## src/rtl/arith_pkg.sv

```systemverilog
// Shared arithmetic definitions: rounding mode encodings used by the
// word-length reduction blocks.
package arith_pkg;

    typedef enum logic [1:0] {
        TRUNCATE      = 2'd0,
        ROUND_UP      = 2'd1,
        ROUND_TO_ZERO = 2'd2,
        ROUND_TO_EVEN = 2'd3
    } round_mode_e;

endpackage

```

## src/rtl/width_reducer_if.sv

```systemverilog
// Input/output sample streams of the width reducer, each a valid/ready
// channel. The master side produces input samples and consumes outputs.
interface width_reducer_if #(
    parameter int IW = 16,
    parameter int OW = 12
);
    logic          in_valid;
    logic          in_ready;
    logic [IW-1:0] in_data;
    logic [1:0]    in_mode;
    logic          out_valid;
    logic          out_ready;
    logic [OW-1:0] out_data;
    logic          out_ovf;

    modport master (
        output in_valid, in_data, in_mode, out_ready,
        input  in_ready, out_valid, out_data, out_ovf
    );

    modport slave (
        input  in_valid, in_data, in_mode, out_ready,
        output in_ready, out_valid, out_data, out_ovf
    );
endinterface

```

## src/rtl/round_const.sv

```systemverilog
// Rounding constant added to a sign-extended sample before its D low bits
// are dropped; selects truncate / half-up / half-to-zero / half-to-even.
module round_const
    import arith_pkg::*;
#(
    parameter int IW = 16,
    parameter int D  = 4
) (
    input  logic [IW-1:0] data,
    input  round_mode_e   mode,
    output logic [IW:0]   k
);
    localparam logic [IW:0] ONE  = {{IW{1'b0}}, 1'b1};
    localparam logic [IW:0] HALF = ONE << (D-1);

    // Only the sign bit and the lowest kept bit influence the constant.
    logic unused_data;
    assign unused_data = ^data;

    always_comb begin
        k = '0;
        case (mode)
            ROUND_UP:      k = HALF;
            ROUND_TO_ZERO: k = data[IW-1] ? HALF : HALF - ONE;
            ROUND_TO_EVEN: k = HALF - ONE + {{IW{1'b0}}, data[D]};
            default:       k = '0;
        endcase
    end
endmodule

```

## src/rtl/width_reducer.sv

```systemverilog
// Two-stage signed width reducer: stage 1 registers the rounded value,
// stage 2 registers the saturated/wrapped result and counts overflows.
module width_reducer
    import arith_pkg::*;
#(
    parameter int IW  = 16,
    parameter int OW  = 12,
    parameter int SAT = 1,
    parameter int CW  = 16
) (
    input  logic              clk,
    input  logic              rst,
    width_reducer_if.slave    bus,
    input  logic              ovf_clr,
    output logic [CW-1:0]     ovf_cnt
);
    localparam int D = IW - OW;
    localparam logic [OW-1:0] MAX_POS = {1'b0, {(OW-1){1'b1}}};
    localparam logic [OW-1:0] MAX_NEG = {1'b1, {(OW-1){1'b0}}};

    logic          en;
    logic [IW:0]   k;
    logic [IW:0]   sum_d;
    logic          s1_valid;
    logic [OW:0]   s1_r;
    logic          s2_valid;
    logic [OW-1:0] s2_data;
    logic          s2_ovf;
    logic          ovf;
    logic [OW-1:0] res;
    logic          unused_frac;

    // One enable for the whole pipe: it moves only when the output slot frees up.
    assign en           = !s2_valid || bus.out_ready;
    assign bus.in_ready = en;

    round_const #(.IW(IW), .D(D)) u_round_const (
        .data (bus.in_data),
        .mode (round_mode_e'(bus.in_mode)),
        .k    (k)
    );

    assign sum_d       = {bus.in_data[IW-1], bus.in_data} + k;
    assign unused_frac = ^sum_d[D-1:0];

    // r is OW+1 bits; it fits in OW bits exactly when its top two bits agree.
    always_comb begin
        ovf = s1_r[OW] ^ s1_r[OW-1];
        res = s1_r[OW-1:0];
        if (ovf && SAT != 0) begin
            res = s1_r[OW] ? MAX_NEG : MAX_POS;
        end
    end

    always_ff @(posedge clk) begin
        if (rst) begin
            s1_valid <= 1'b0;
            s1_r     <= '0;
            s2_valid <= 1'b0;
            s2_data  <= '0;
            s2_ovf   <= 1'b0;
        end else if (en) begin
            s1_valid <= bus.in_valid;
            s2_valid <= s1_valid;
            if (bus.in_valid) begin
                s1_r <= sum_d[IW:D];
            end
            if (s1_valid) begin
                s2_data <= res;
                s2_ovf  <= ovf;
            end
        end
    end

    always_ff @(posedge clk) begin
        if (rst || ovf_clr) begin
            ovf_cnt <= '0;
        end else if (s2_valid && bus.out_ready && s2_ovf && ovf_cnt != {CW{1'b1}}) begin
            ovf_cnt <= ovf_cnt + 1'b1;
        end
    end

    assign bus.out_valid = s2_valid;
    assign bus.out_data  = s2_data;
    assign bus.out_ovf   = s2_ovf;
endmodule

```

## src/flat_wrapper.sv

```systemverilog
// flat-port wrapper written by rule: the top's interface ports become plain ports
module width_reducer_flat import arith_pkg::*;
#(
    parameter int IW  = 16,
    parameter int OW  = 12,
    parameter int SAT = 1,
    parameter int CW  = 16
)
  (clk, rst, ovf_clr, ovf_cnt, bus_in_valid, bus_in_data, bus_in_mode, bus_out_ready, bus_in_ready, bus_out_valid, bus_out_data, bus_out_ovf);
  width_reducer_if #(.IW(IW), .OW(OW)) bus_i ();
  input  logic clk;
  input  logic rst;
  input  logic ovf_clr;
  output logic [CW-1:0] ovf_cnt;
  input wire logic [$bits(bus_i.in_valid)-1:0] bus_in_valid;
  input wire logic [$bits(bus_i.in_data)-1:0] bus_in_data;
  input wire logic [$bits(bus_i.in_mode)-1:0] bus_in_mode;
  input wire logic [$bits(bus_i.out_ready)-1:0] bus_out_ready;
  output wire logic [$bits(bus_i.in_ready)-1:0] bus_in_ready;
  output wire logic [$bits(bus_i.out_valid)-1:0] bus_out_valid;
  output wire logic [$bits(bus_i.out_data)-1:0] bus_out_data;
  output wire logic [$bits(bus_i.out_ovf)-1:0] bus_out_ovf;
  assign bus_i.in_valid = bus_in_valid;
  assign bus_i.in_data = bus_in_data;
  assign bus_i.in_mode = bus_in_mode;
  assign bus_i.out_ready = bus_out_ready;
  assign bus_in_ready = bus_i.in_ready;
  assign bus_out_valid = bus_i.out_valid;
  assign bus_out_data = bus_i.out_data;
  assign bus_out_ovf = bus_i.out_ovf;
  width_reducer #(.IW(IW), .OW(OW), .SAT(SAT), .CW(CW)) u_core (.clk(clk), .rst(rst), .bus(bus_i), .ovf_clr(ovf_clr), .ovf_cnt(ovf_cnt));
endmodule
```

## config.mk

```make
export PLATFORM = sky130hd
export DESIGN_NAME = width_reducer_flat
export DESIGN_NICKNAME = d
export VERILOG_FILES = /design/src/rtl/arith_pkg.sv /design/src/rtl/width_reducer_if.sv /design/src/rtl/round_const.sv /design/src/rtl/width_reducer.sv /design/src/flat_wrapper.sv
export SDC_FILE = /design/constraint.sdc
export NUM_CORES = 1
export LEC_CHECK = 0
export CAP_MARGIN = 20
export CORE_MARGIN = 8
export CORE_UTILIZATION = 30
export DETAILED_ROUTE_END_ITERATION = 8
export SETUP_SLACK_MARGIN = 0.05
export SLEW_MARGIN = 40
export SYNTH_ARGS = -nofsm -noshare
export SYNTH_HDL_FRONTEND = slang
export SYNTH_SLANG_ARGS = --single-unit
```

## constraint.sdc

```tcl
create_clock -name clk -period 3.13 [get_ports clk]
set_clock_uncertainty 0.2 [all_clocks]
set_input_delay 0.4695 -clock clk [delete_from_list [all_inputs] [get_ports clk]]
set_output_delay 0.4695 -clock clk [all_outputs]
set_load 0.1 [all_outputs]
```

Yosys cells after proc, flatten, opt, wreduce, memory -nomap -nowiden
Cells that the tools add are included.
W data, S select, Z words.
Word-level totals
  bits of input ports: 23
  output and inout port bits: 31
  RAM bits: 0
  ROM bits: 0
  logic and storage cells: 26
  memories kept: 0
  latch bits: 0
  register bits: 44
Operators by class
  magnitude comparators: 0
  equal/unequal tests: 4
  mux-type cells: 4
  multiply operators: 0
  add/subtract/negate cells: 3
  shifts and indexed selects: 0
  bitwise logic cells: 1
  reduce and logical (&&, ||, !) cells: 8
  div/mod/pow operators: 0
Operators by type and width (number)
  $mux W12: 2
  $add A16 B5 Y17: 1
  $add A16 B1 Y16 const B: 1
  $ne A16 B16 Y1 const B: 1
  $pmux W4 S3: 1
  $add A3 B1 Y4 const A: 1
  $eq A2 B2 Y1 const B: 2
  $mux W4: 1
  $reduce_and A2 Y1: 2
  $logic_and A1 B1 Y1: 3
  $eq A2 B1 Y1 const B: 1
  $logic_or A1 B1 Y1: 2
  $logic_not A1 Y1: 1
  $xor A1 B1 Y1: 1

Longest topological paths before layout
Gate-level depths: netlist of the first run.
  word-level depth: 3
  gate-level depth with buffers: 8
  depth with buffers taken out: 8

Hierarchy
Synthesis of the first run repeated with hierarchy kept, for this count alone.
Second synthesis, totals
  cells, all modules: 324
  area, all modules: 2690.1 µm²
Modules (own cells, without submodules)
  width_reducer: times used 1, cells an instance 303, sequential area each 880.8 µm², area each 2542.4 µm²
  round_const: times used 1, cells an instance 21, sequential area each 0.0 µm², area each 147.6 µm²

Worst setup path after synthesis of the first run
OpenSTA, ideal clock, no wires.
  path type: reg-to-reg
  from: reg u_core.s2_valid, in the netlist u_core.bus.out_valid
  to: reg u_core.s1_r[12]
  slack: -0.006 ns
  stages on the path, launching flop included: 7
  period minus slack after synthesis: 3.136 ns
  setup time: 0.134 ns
  data arrival time: 2.802 ns
  path buffers: 2
  data required time: 2.796 ns
  path through: dfxtp_1 -> nand2b_1 -> and2_1 -> clkbuf_1 -> clkbuf_1 -> nand3b_1 -> a21oi_1
On the way
  word-level cells in the longest chain between the ends: 3
Ends and longest elaborated chain
  from (decl): line width_reducer.sv:26  | logic s2_valid;
  from (signal assigned): line width_reducer.sv:64  | s2_valid <= s1_valid;
  $logic_not A1 Y1: line width_reducer.sv:34  | assign en = !s2_valid || bus.out_ready;
  $logic_or A1 B1 Y1: line width_reducer.sv:34
  via bus_in_ready: line flat_wrapper.sv:19  | output wire logic [$bits(bus_i.in_ready)-1:0] bus_in_ready;
  $reduce_and A2 Y1 (no line)
  to (signal assigned): line width_reducer.sv:66  | s1_r <= sum_d[IW:D];
  to (decl): line width_reducer.sv:25  | logic [OW:0] s1_r;
The timed path passes the listed nets, and every way through them passes these cells.
A chain may end at the register's enable or synchronous reset.

Worst setup path in the final report of the first run
  from: in bus_in_mode[0]
  to: reg u_core.s1_r[9]
On the way
  word-level cells in the longest chain between the ends: 3
  elaborated cells between the ends (all ways): 5
  those cells by class: add/sub (1); eq/ne (3); mux (1)
Ends and longest elaborated chain
  from (decl): line flat_wrapper.sv:17  | input wire logic [$bits(bus_i.in_mode)-1:0] bus_in_mode;
  $eq A2 B2 Y1 or $eq A2 B1 Y1 (tied branches): line round_const.sv:22  | case (mode)
  $pmux W4 S3 *: line round_const.sv:22
  $add A16 B5 Y17 *: line width_reducer.sv:43  | assign sum_d = {bus.in_data[IW-1], bus.in_data} + k;
Mark *: on every way between the ends. The rest lies on a longest branch, timed or not.

==> results of run 1 <==
path summary, 6_finish.rpt:
check        cells past startpoint                                  end                          from
max                              9          u_core.s1_r[9]$_SDFFE_PP0P_                bus_in_mode[0]
min                              2    u_core.bus.out_valid$_SDFFE_PP0N_  u_core.s1_valid$_SDFFE_PP0N_
max reg2reg                      5  u_core.bus.out_data[6]$_SDFFE_PP0P_  u_core.s1_r[11]$_SDFFE_PP0P_
min reg2reg                      2    u_core.bus.out_valid$_SDFFE_PP0N_  u_core.s1_valid$_SDFFE_PP0N_
where the power goes:
part           total, mW  internal [mW]  switching, mW
sequential         0.604          0.587         0.0166
combinational      0.303         0.0991          0.204
clock              0.473          0.282          0.191
cell families after synthesis:
| family | after synthesis | share of synthesized area |
|---|---|---|
| AND/OR/NAND/NOR | 105 | 0.2487 |
| adder cells (fa/ha/maj) | 6 | 0.03470 |
| multiplexers | 2 | 0.01157 |
| XOR/XNOR | 18 | 0.07287 |
| AO/OA/AOI/OAI | 62 | 0.1938 |
| flip-flops | 44 | 0.4072 |
| buffers and inverters | 18 | 0.03123 |
stage by stage:
stage          hold slack (ns)  instance area (µm²)
2_1_floorplan           0.2343                 2166
3_5_place_dp            0.2581                 2758
6_report                0.2674                 2884
3_3_place_gp            0.2512                 2758
5_1_grt                 0.3248                 2884
4_1_cts                 0.2713                 2884
flip-flops by register name, indices dropped and copies added, names as in the netlist:
register,cells
u_core.bus.out_data,12
u_core.bus.out_ovf,1
u_core.bus.out_valid,1
u_core.ovf_cnt,16
u_core.s1_r,13
u_core.s1_valid,1
cell usage in the layout, fill, tap and decap left out, types with 6 or more instances in the layout:
master / synthesis / layout
ha_1: 6 / 6
nor3_1: 9 / 9
inv_1: 6 / 6
nor2_1: 40 / 40
and3_1: 8 / 8
buf_4: 0 / 39
xor2_1: 10 / 10
nand2_1: 9 / 9
dfxtp_1: 44 / 44
a21oi_1: 21 / 21
xnor2_1: 8 / 8
clkdlybuf4s50_1: 0 / 22
a211oi_1: 19 / 19
nand3_1: 8 / 8
clkbuf_8: 0 / 7
critical path, delay by kind of cell:
kind,cells,cell delay [ns]
multiplexers,1,0.33
adder cells (fa/ha/maj),1,0.18
AND/OR/NAND/NOR,2,0.69
XOR/XNOR,1,0.16
AO/OA/AOI/OAI,3,0.52
buffers and inverters,1,0.52
routing by layer:
layer  up-vias  track usage  share of wire
li1       1038            -              -
met1       943       0.1254           0.42
met4         0      0.05269          0.018
met5         -            0              0
met2        55       0.1885           0.47
met3        10      0.04144          0.083
cell type report:
cell class                      instances  area [µm²]  share of cell area
Clock buffer                            7       96.34             0.03341
Multi-Input combinational cell        193        1217              0.4221
Timing Repair Buffer                   61       513.0              0.1779
Clock inverter                          1       30.03             0.01041
Tap cell                               99       123.9             0.04295
Sequential cell                        44       880.8              0.3054
Inverter                                6       22.52            0.007809
==> impl_results.md, run 1 <==
* Setup crit end kind: flop
* Routed WL per cell at 13.47 µm
* Die Area at between 0.01 and 0.015 mm²
* Grt total ovfl at 0
* Via count at 2046
* CTS Hold Bufs at 0
* Min Tclk post-route at about 2.9 ns
* Final ANT Viol Nets at 0
* Setup violators final at 0
* Post-CTS Setup Repair Bufs at 0
* Syn Area/Cell at between 8 and 9 µm²
* GR Util All Layers at 0.1133
* Post-synth EDFFs at 0
* Worst slew pin tran at about 0.72 ns
* Share of cells above drive strength 1 at 0.1891
* Area contributors post-synth: dfxtp_1 (41%), nor2_1 (6.9%), a211oi_1 (6.6%)
* Syn Std Cell Area at 0.002163 mm²
* Count leader, synth: dfxtp_1
* Yosys cell types at 40
* Power density cells at 478.4 mW/mm²
* Total inserted antenna cells at 0
* CTS Buf Count at 5
* Area leader, netlist: dfxtp_1
* Port Buffers at 53
* Critical path peak fanout at 3
* Max cap viols at 0
* Top_reg_cell synth: dfxtp_1
* Req. time, crit path at roughly 3.2 ns
* Share of the synthesized area in the top cell type at 0.4072
* Reg2reg setup slack at 0.98 ns
* DRC viols at 0
* Fmax at between 300 and 400 MHz
* DRT Pass-1 Iters at 4
* Max stage delay on crit path at 0.52 ns
* Final core occ at 0.4041
* Hold Fails Final Rpt at 0
* CTS Root Cell: clkbuf_8
* Place WS at -0.02371 ns
* Setup TNS at 0 ns
* Iter 0 DRT Violations at 96
* CTS max path bufs at 2
* Register area share after synthesis at 0.4072
* Leak Pwr at roughly 1.1 nW
* Cells after DPL at between 400 and 500
* Non-Filler Instances at ~400
* I/O Pins at between 50 and 60
* Final net count at 340
* Asr flop ratio synth at 0
* Die height at ~100 µm
* Largest net degree at the start of global routing at 27
* CTS tree: yes
* Initial Utilization at 0.3031
* Clock sinks at 44
* Mapped Cells at about 260
* Post-Synthesis Net Count at about 280
* Tightest Hold Check Type: flop to flop
* Post-synth top cells: dfxtp_1 (44), nor2_1 (40), a21oi_1 (21)
* Flops & latches, synth at 44
* Resized cells post-CTS at 0
* First-pass GRT wire length at a little over 9000 µm
* CP Class: input port to flop
* Vias in the first global route at around 2000
* # fillers at 784
* Clk_lat worst skew at 0.30 ns
* Via density at about 5.0
* Worst IR Drop VDD at around 0.27 mV
* Final period utilization at 0.9107
* Power, Total at between 1 and 1.5 mW
* CP max stage cell: clkdlybuf4s50_1
* Initial antenna violation count at 0
* Area Growth Syn to Fin at 33.31%
* Fin. max-slew vios at 0
* Crit path DAT at ~2.9 ns
* CP Cell Sequence: clkdlybuf4s50_1, mux2_4, and2b_2, ha_1, o21a_1, o2111ai_1, or4_4, xor2_1, a211oi_2
* PnR worst setup slack at roughly 0.28 ns
* Die Wd at approximately 100 µm
* Final Wtd Congestion at 0.8500
* DPL Wire Length at around 4300 µm
* FP Rows at 31
* RSZ-0062 raised after global routing: false
* Slew headroom at 0.5167
* Outcome: completed
* Core Footprint at approximately 0.0071 mm²
* Critical Path Source Type: input port
* Warnings, synthesis at 0
* Clk slew on worst S/H paths at around 0.090 ns
* Final WL at between 5000 and 6000 µm
* H-tree lvl count at 2
Power figures use the tool's default switching activity.
==> run 2, diff against run 1 <==
==> constraint.sdc (replaced) <==
create_clock -name clk -period 3.3 [get_ports clk]
set_clock_uncertainty 0.2 [all_clocks]
set_input_delay 0.495 -clock clk [delete_from_list [all_inputs] [get_ports clk]]
set_output_delay 0.495 -clock clk [all_outputs]
set_load 0.1 [all_outputs]
==> run 2 against run 1 <==
Effect of this change:
- global-route usage fell by 0.13 points
- count of clock-buffer cells in the layout fell by 1
- critical path depth did not move
- flip-flop and latch count did not move
- register-to-register slack improved by 0.23 ns
- final area fell by 1.0%
- critical endpoint is now u_core.s1_r[5]$_SDFFE_PP0P_
==> impl_results.md, run 2 (same netlist as run 1, synthesis figures left out) <==
* Die Area at just over 0.01 mm²
* Vias in the first global route at roughly 2000
* Worst r2r dst: u_core.bus.out_data[7]$_SDFFE_PP0P_
* Final period utilization at 0.8909
* Final Wtd Congestion at 0.8229
* Max FFs per register at 16
* FF-to-FF path depth at 5
* I/O Pins at 54
* Critical path peak fanout at 6
* Leak Pwr at about 1.1 nW
* CTS max path bufs at 2
* Power, Total at 1.262 mW
* Fin. max-slew vios at 0
* Area of the multi-input gates at 0.001215 mm²
* Post-CTS Setup Repair Bufs at 0
* Routed WL per cell at 13.48 µm
* Max cap viols at 0
* Area Growth Syn to Fin at 31.98%
* Power density cells at 441.9 mW/mm²
* Die height at 100.9 µm
* Register share of total power at 0.454
* Hold Fails Final Rpt at 0
* Worst slew pin tran at roughly 0.64 ns
* CTS tree: yes
* Slew headroom at 0.5699
* GR Util All Layers at 0.1119
* R2r startpoint: u_core.s1_r[11]$_SDFFE_PP0P_
* Final hold slack at 0.2668 ns
* Most frequent cells in the layout: dfxtp_1 (44), nor2_1 (40), buf_4 (38)
* RSZ-0062 raised after global routing: false
* Clock sinks at 44
* Clk_lat worst skew at 0.30 ns
* Crit path launch: bus_in_mode[0]
* Reg2reg setup slack at ~1.2 ns
* Via count at 2025
* Commonest non-fill, non-tap cell in the layout: dfxtp_1
* Setup violators final at 0
* CTS Hold Bufs at 0
* Die Wd at slightly above 100 µm
* Outcome: completed
* Sequential cell area at 880.8 µm²
* Initial antenna violation count at 0
* Worst IR Drop VDD at approximately 0.19 mV
* Min Tclk post-route at ~2.9 ns
* Total inserted antenna cells at 0
* # fillers at 748
* Hold Path Sink: u_core.bus.out_valid$_SDFFE_PP0N_
* Initial Utilization at 0.3031
* Core Footprint at between 0.007 and 0.008 mm²
* Final core occ at 0.4001
* Req. time, crit path at between 3 and 4 ns
* DRC viols at 0
* Final WL at roughly 5500 µm
* CP Class: input port to flop
* Final ANT Viol Nets at 0
* CTS Root Cell: clkbuf_8
* Tightest Hold Check Type: flop to flop
* Combinational Power Share at 0.227
* CTS Buf Count at 5
* Clk pwr share at 0.319
* Sw frac at 0.3067
* First-pass GRT wire length at approximately 9200 µm
* Crit path DAT at slightly below 3 ns
* Total net switching power at slightly below 400 µW
* DRT Pass-1 Iters at 6
* Resized cells post-CTS at 0
* Via density at a little under 5
* Hold Path Stages at 2
* Final net count at 339
* H-tree lvl count at 2
* Iter 0 DRT Violations at 64
* DPL Wire Length at ~4300 µm
* Setup crit end kind: flop
* Port Buffers at 53
* Critical Path Source Type: input port
* Grt total ovfl at 0
* Share of cells above drive strength 1 at 0.1801
* Fmax at between 300 and 400 MHz
* FP Rows at 31
* Clk slew on worst S/H paths at around 0.08 ns
* HP Start: u_core.s1_valid$_SDFFE_PP0N_
* Largest net degree at the start of global routing at 31
* Internal power at slightly below 900 µW
* Setup TNS at 0 ns
* Biggest register: u_core.ovf_cnt
==> run 2: metrics by stage <==
stage / cells / area [µm²] / setup slack [ns]
2_1_floorplan: 255 / 2163 / 0.1642
3_3_place_gp: 402 / 2748 / 0.1388
3_5_place_dp: 402 / 2748 / 0.07251
4_1_cts: 410 / 2855 / 0.3763
5_1_grt: 410 / 2855 / 0.2134
6_report: 410 / 2855 / 0.3599
==> run 2: worst max path at each step <==
stage / end / slack (ns) / cells after the start
after global placement: u_core.s1_r[5]$_SDFFE_PP0P_ / 0.14 / 9
final: u_core.s1_r[5]$_SDFFE_PP0P_ / 0.36 / 9
after global routing: u_core.s1_r[5]$_SDFFE_PP0P_ / 0.21 / 9
after floorplan: u_core.s1_r[12]$_SDFFE_PP0P_ / 0.16 / 6
after detailed placement: u_core.s1_r[9]$_SDFFE_PP0P_ / 0.07 / 9
after CTS: u_core.s1_r[9]$_SDFFE_PP0P_ / 0.38 / 9
==> run 2: layer usage <==
layer	routed length, µm	part of all wire	GRT usage	vias to the layer above
met4	36	0.0065	0.02405	0
met3	426	0.077	0.04903	5
met5	0	0	0	-
met2	2631	0.48	0.1885	53
li1	-	-	-	1039
met1	2431	0.44	0.1273	928
==> run 2: power by group through the flow <==
stage | registers, mW | clock network, mW | logic, mW
after floorplan | 0.677 | 0 | 0.108
after CTS | 0.573 | 0.417 | 0.289
final | 0.573 | 0.403 | 0.286
after detailed placement | 0.586 | 0 | 0.288
after global placement | 0.585 | 0 | 0.287
after global routing | 0.577 | 0.444 | 0.309
==> run 2: worst max-delay path, stage by stage <==
cell and delay [ns]:
clkdlybuf4s50_1 0.54, mux2_4 0.20, and2b_2 0.23, ha_1 0.28, nand3_1 0.11, o21a_4 0.23, nor4_1 0.49, nor3_1 0.11
nor4_1 0.26
==> run 2: final cells by class <==
class / count / share of cell area
Tap cell: 99 / 0.04338
Sequential cell: 44 / 0.3085
Clock buffer: 6 / 0.02542
Clock inverter: 2 / 0.01227
Multi-Input combinational cell: 193 / 0.4255
Inverter: 6 / 0.007888
Timing Repair Buffer: 60 / 0.1770
==> run 3, diff against run 2 <==
--- a/config.mk
+++ b/config.mk
@@ -8,6 +8,7 @@
 export CAP_MARGIN = 20
 export CORE_MARGIN = 8
 export CORE_UTILIZATION = 30
+export CTS_CLUSTER_DIAMETER = 100
 export DETAILED_ROUTE_END_ITERATION = 8
 export SETUP_SLACK_MARGIN = 0.05
 export SLEW_MARGIN = 40
==> constraint.sdc (replaced) <==
create_clock -name clk -period 2.9 [get_ports clk]
set_clock_uncertainty 0.2 [all_clocks]
set_input_delay 0.435 -clock clk [delete_from_list [all_inputs] [get_ports clk]]
set_output_delay 0.435 -clock clk [all_outputs]
set_load 0.1 [all_outputs]
==> run 3 against run 2 <==
Effect of this change:
- register-to-register slack got worse by 0.40 ns
- final area increased by 2.0%
- sequential share of layout area down 0.61 points
- global-route usage is essentially flat
- via count increased by 0.30%
==> impl_results.md, run 3 (same netlist as run 1, synthesis figures left out) <==
* Crit path launch: bus_in_mode[0]
* Min Tclk post-route at 2.781 ns
* Hold Fails Final Rpt at 0
* Detail Route met2 WL at around 2600 µm
* Final ANT Viol Nets at 0
* Initial Utilization at 0.3031
* Final period utilization at 0.9589
* CTS Buf Count at 5
* Post-CTS Setup Repair Bufs at 0
* CTS Root Cell: clkbuf_8
* Leak Pwr at 1.127 nW
* I/O Pins at 54
* Worst slew pin tran at about 0.65 ns
* Most frequent cells in the layout: dfxtp_1 (44), buf_4 (42), nor2_1 (40)
* Critical Path Source Type: input port
* Core Footprint at just over 0.007 mm²
* CP Class: input port to flop
* Via count at approximately 2000
* CTS max path bufs at 2
* Metal3 WL at approximately 400 µm
* Final hold slack at ~0.27 ns
* Initial antenna violation count at 0
* Total inserted antenna cells at 0
* Crit path DAT at ~2.8 ns
* RSZ-0062 raised after global routing: true
* GR Util All Layers at 0.1124
* Fmax at roughly 360 MHz
* DRT Pass-1 Iters at 5
* Commonest non-fill, non-tap cell in the layout: dfxtp_1
* Share of cells above drive strength 1 at 0.1994
* Clock sinks at 44
* Grt total ovfl at 0
* Final WL at ~5500 µm
* Die Area at 0.01018 mm²
* Fin. max-slew vios at 0
* Iter 0 DRT Violations at between 70 and 80
* Placed inst area at between 0.002 and 0.003 mm²
* Die Wd at 100.9 µm
* Clk slew on worst S/H paths at about 0.08 ns
* DPL Wire Length at about 4300 µm
* M1 wire length at around 2400 µm
* Outcome: completed
* CTS tree: yes
* Critical path peak fanout at 3
* Via density at about 4.9
* Cell area after layout at around 0.0029 mm²
* Area Growth Syn to Fin at 34.64%
* Final net count at between 300 and 400
* Final Wtd Congestion at ~0.88
* FP Rows at 31
* Port Buffers at 53
* Tightest Hold Check Type: flop to flop
* Largest net degree at the start of global routing at 31
* H-tree lvl count at 2
* First-pass GRT wire length at ~9000 µm
* Power density cells at just under 500 mW/mm²
* Uppermost layer routed: met4
* Max FFs per register at 16
* FF-to-FF path depth at 5
* Clk_lat worst skew at between 0.2 and 0.3 ns
* Setup violators final at 0
* Vias in the first global route at about 1900
* Routed WL per cell at around 13 µm
* Req. time, crit path at 2.92 ns
* CP endpoint: u_core.s1_r[9]$_SDFFE_PP0P_
* Setup crit end kind: flop
* Reg2reg setup slack at 0.81 ns
* Biggest register: u_core.ovf_cnt
* R2r startpoint: u_core.s1_r[11]$_SDFFE_PP0P_
* Worst IR Drop VDD at about 0.33 mV
* Die height at between 100 and 150 µm
* Max cap viols at 0
* DRC viols at 0
* Worst r2r dst: u_core.bus.out_data[5]$_SDFFE_PP0P_
* Final core occ at 0.4081
* Slew headroom at 0.5663
-- run 3: layout make-up --
| class | count | area, µm² |
|---|---|---|
| tap | 99 | 123.9 |
| inverter | 6 | 22.52 |
| fill | 762 | 4224 |
| sequential | 44 | 880.8 |
| multi-input combinational | 193 | 1222 |
| clock buffer | 6 | 72.57 |
| timing repair buffer | 65 | 555.5 |
| clock inverter | 2 | 35.03 |
-- run 3: where the power goes --
part	switching, mW	total, mW	internal [mW]
clock network	0.207	0.463	0.256
registers	0.0178	0.652	0.634
logic	0.221	0.334	0.113
total	0.446	1.45	1.00
-- run 3: metrics by stage --
stage | setup WS, ns | setup TNS [ns] | total power [mW] | instances
floorplan | 0.1201 | 0 | 0.8939 | 255
global placement | -0.1368 | -0.8666 | 0.9993 | 407
detailed placement | -0.1896 | -1.425 | 1.002 | 407
CTS | 0.1051 | 0 | 1.469 | 415
global route | 0.03360 | 0 | 1.529 | 415
finish | 0.1192 | 0 | 1.448 | 415
-- run 3: worst max-delay path, stage by stage --
cell             delay (ns)
clkdlybuf4s50_1        0.50
mux2_4                 0.31
and2b_2                0.22
ha_1                   0.18
o21a_1                 0.17
o2111ai_1              0.16
or4_4                  0.46
xor2_1                 0.16
a211oi_2               0.20
-- run 3: worst min-delay path by stage --
stage | start | endpoint | slack, ns | depth (start not counted)
after CTS | u_core.s1_valid$_SDFFE_PP0N_ | u_core.bus.out_valid$_SDFFE_PP0N_ | 0.27 | 2
after global routing | u_core.s1_valid$_SDFFE_PP0N_ | u_core.bus.out_valid$_SDFFE_PP0N_ | 0.33 | 2
after detailed placement | u_core.s1_valid$_SDFFE_PP0N_ | u_core.bus.out_valid$_SDFFE_PP0N_ | 0.25 | 2
after floorplan | u_core.s1_valid$_SDFFE_PP0N_ | u_core.bus.out_valid$_SDFFE_PP0N_ | 0.23 | 2
final | u_core.s1_valid$_SDFFE_PP0N_ | u_core.bus.out_valid$_SDFFE_PP0N_ | 0.27 | 2
after global placement | u_core.s1_valid$_SDFFE_PP0N_ | u_core.bus.out_valid$_SDFFE_PP0N_ | 0.25 | 2
-- run 3: metal layers --
metal / vias to the layer above / global-route usage
li1: 1043 / -
met1: 928 / 0.1310
met2: 54 / 0.1864
met3: 6 / 0.04765
met4: 0 / 0.02405
met5: - / 0
-- run 3: repair_timing --
action                                  4_1_cts  5_1_grt
hold buffers                                  0        0
resized for setup                             0        1
endpoints found under the setup margin        0        4
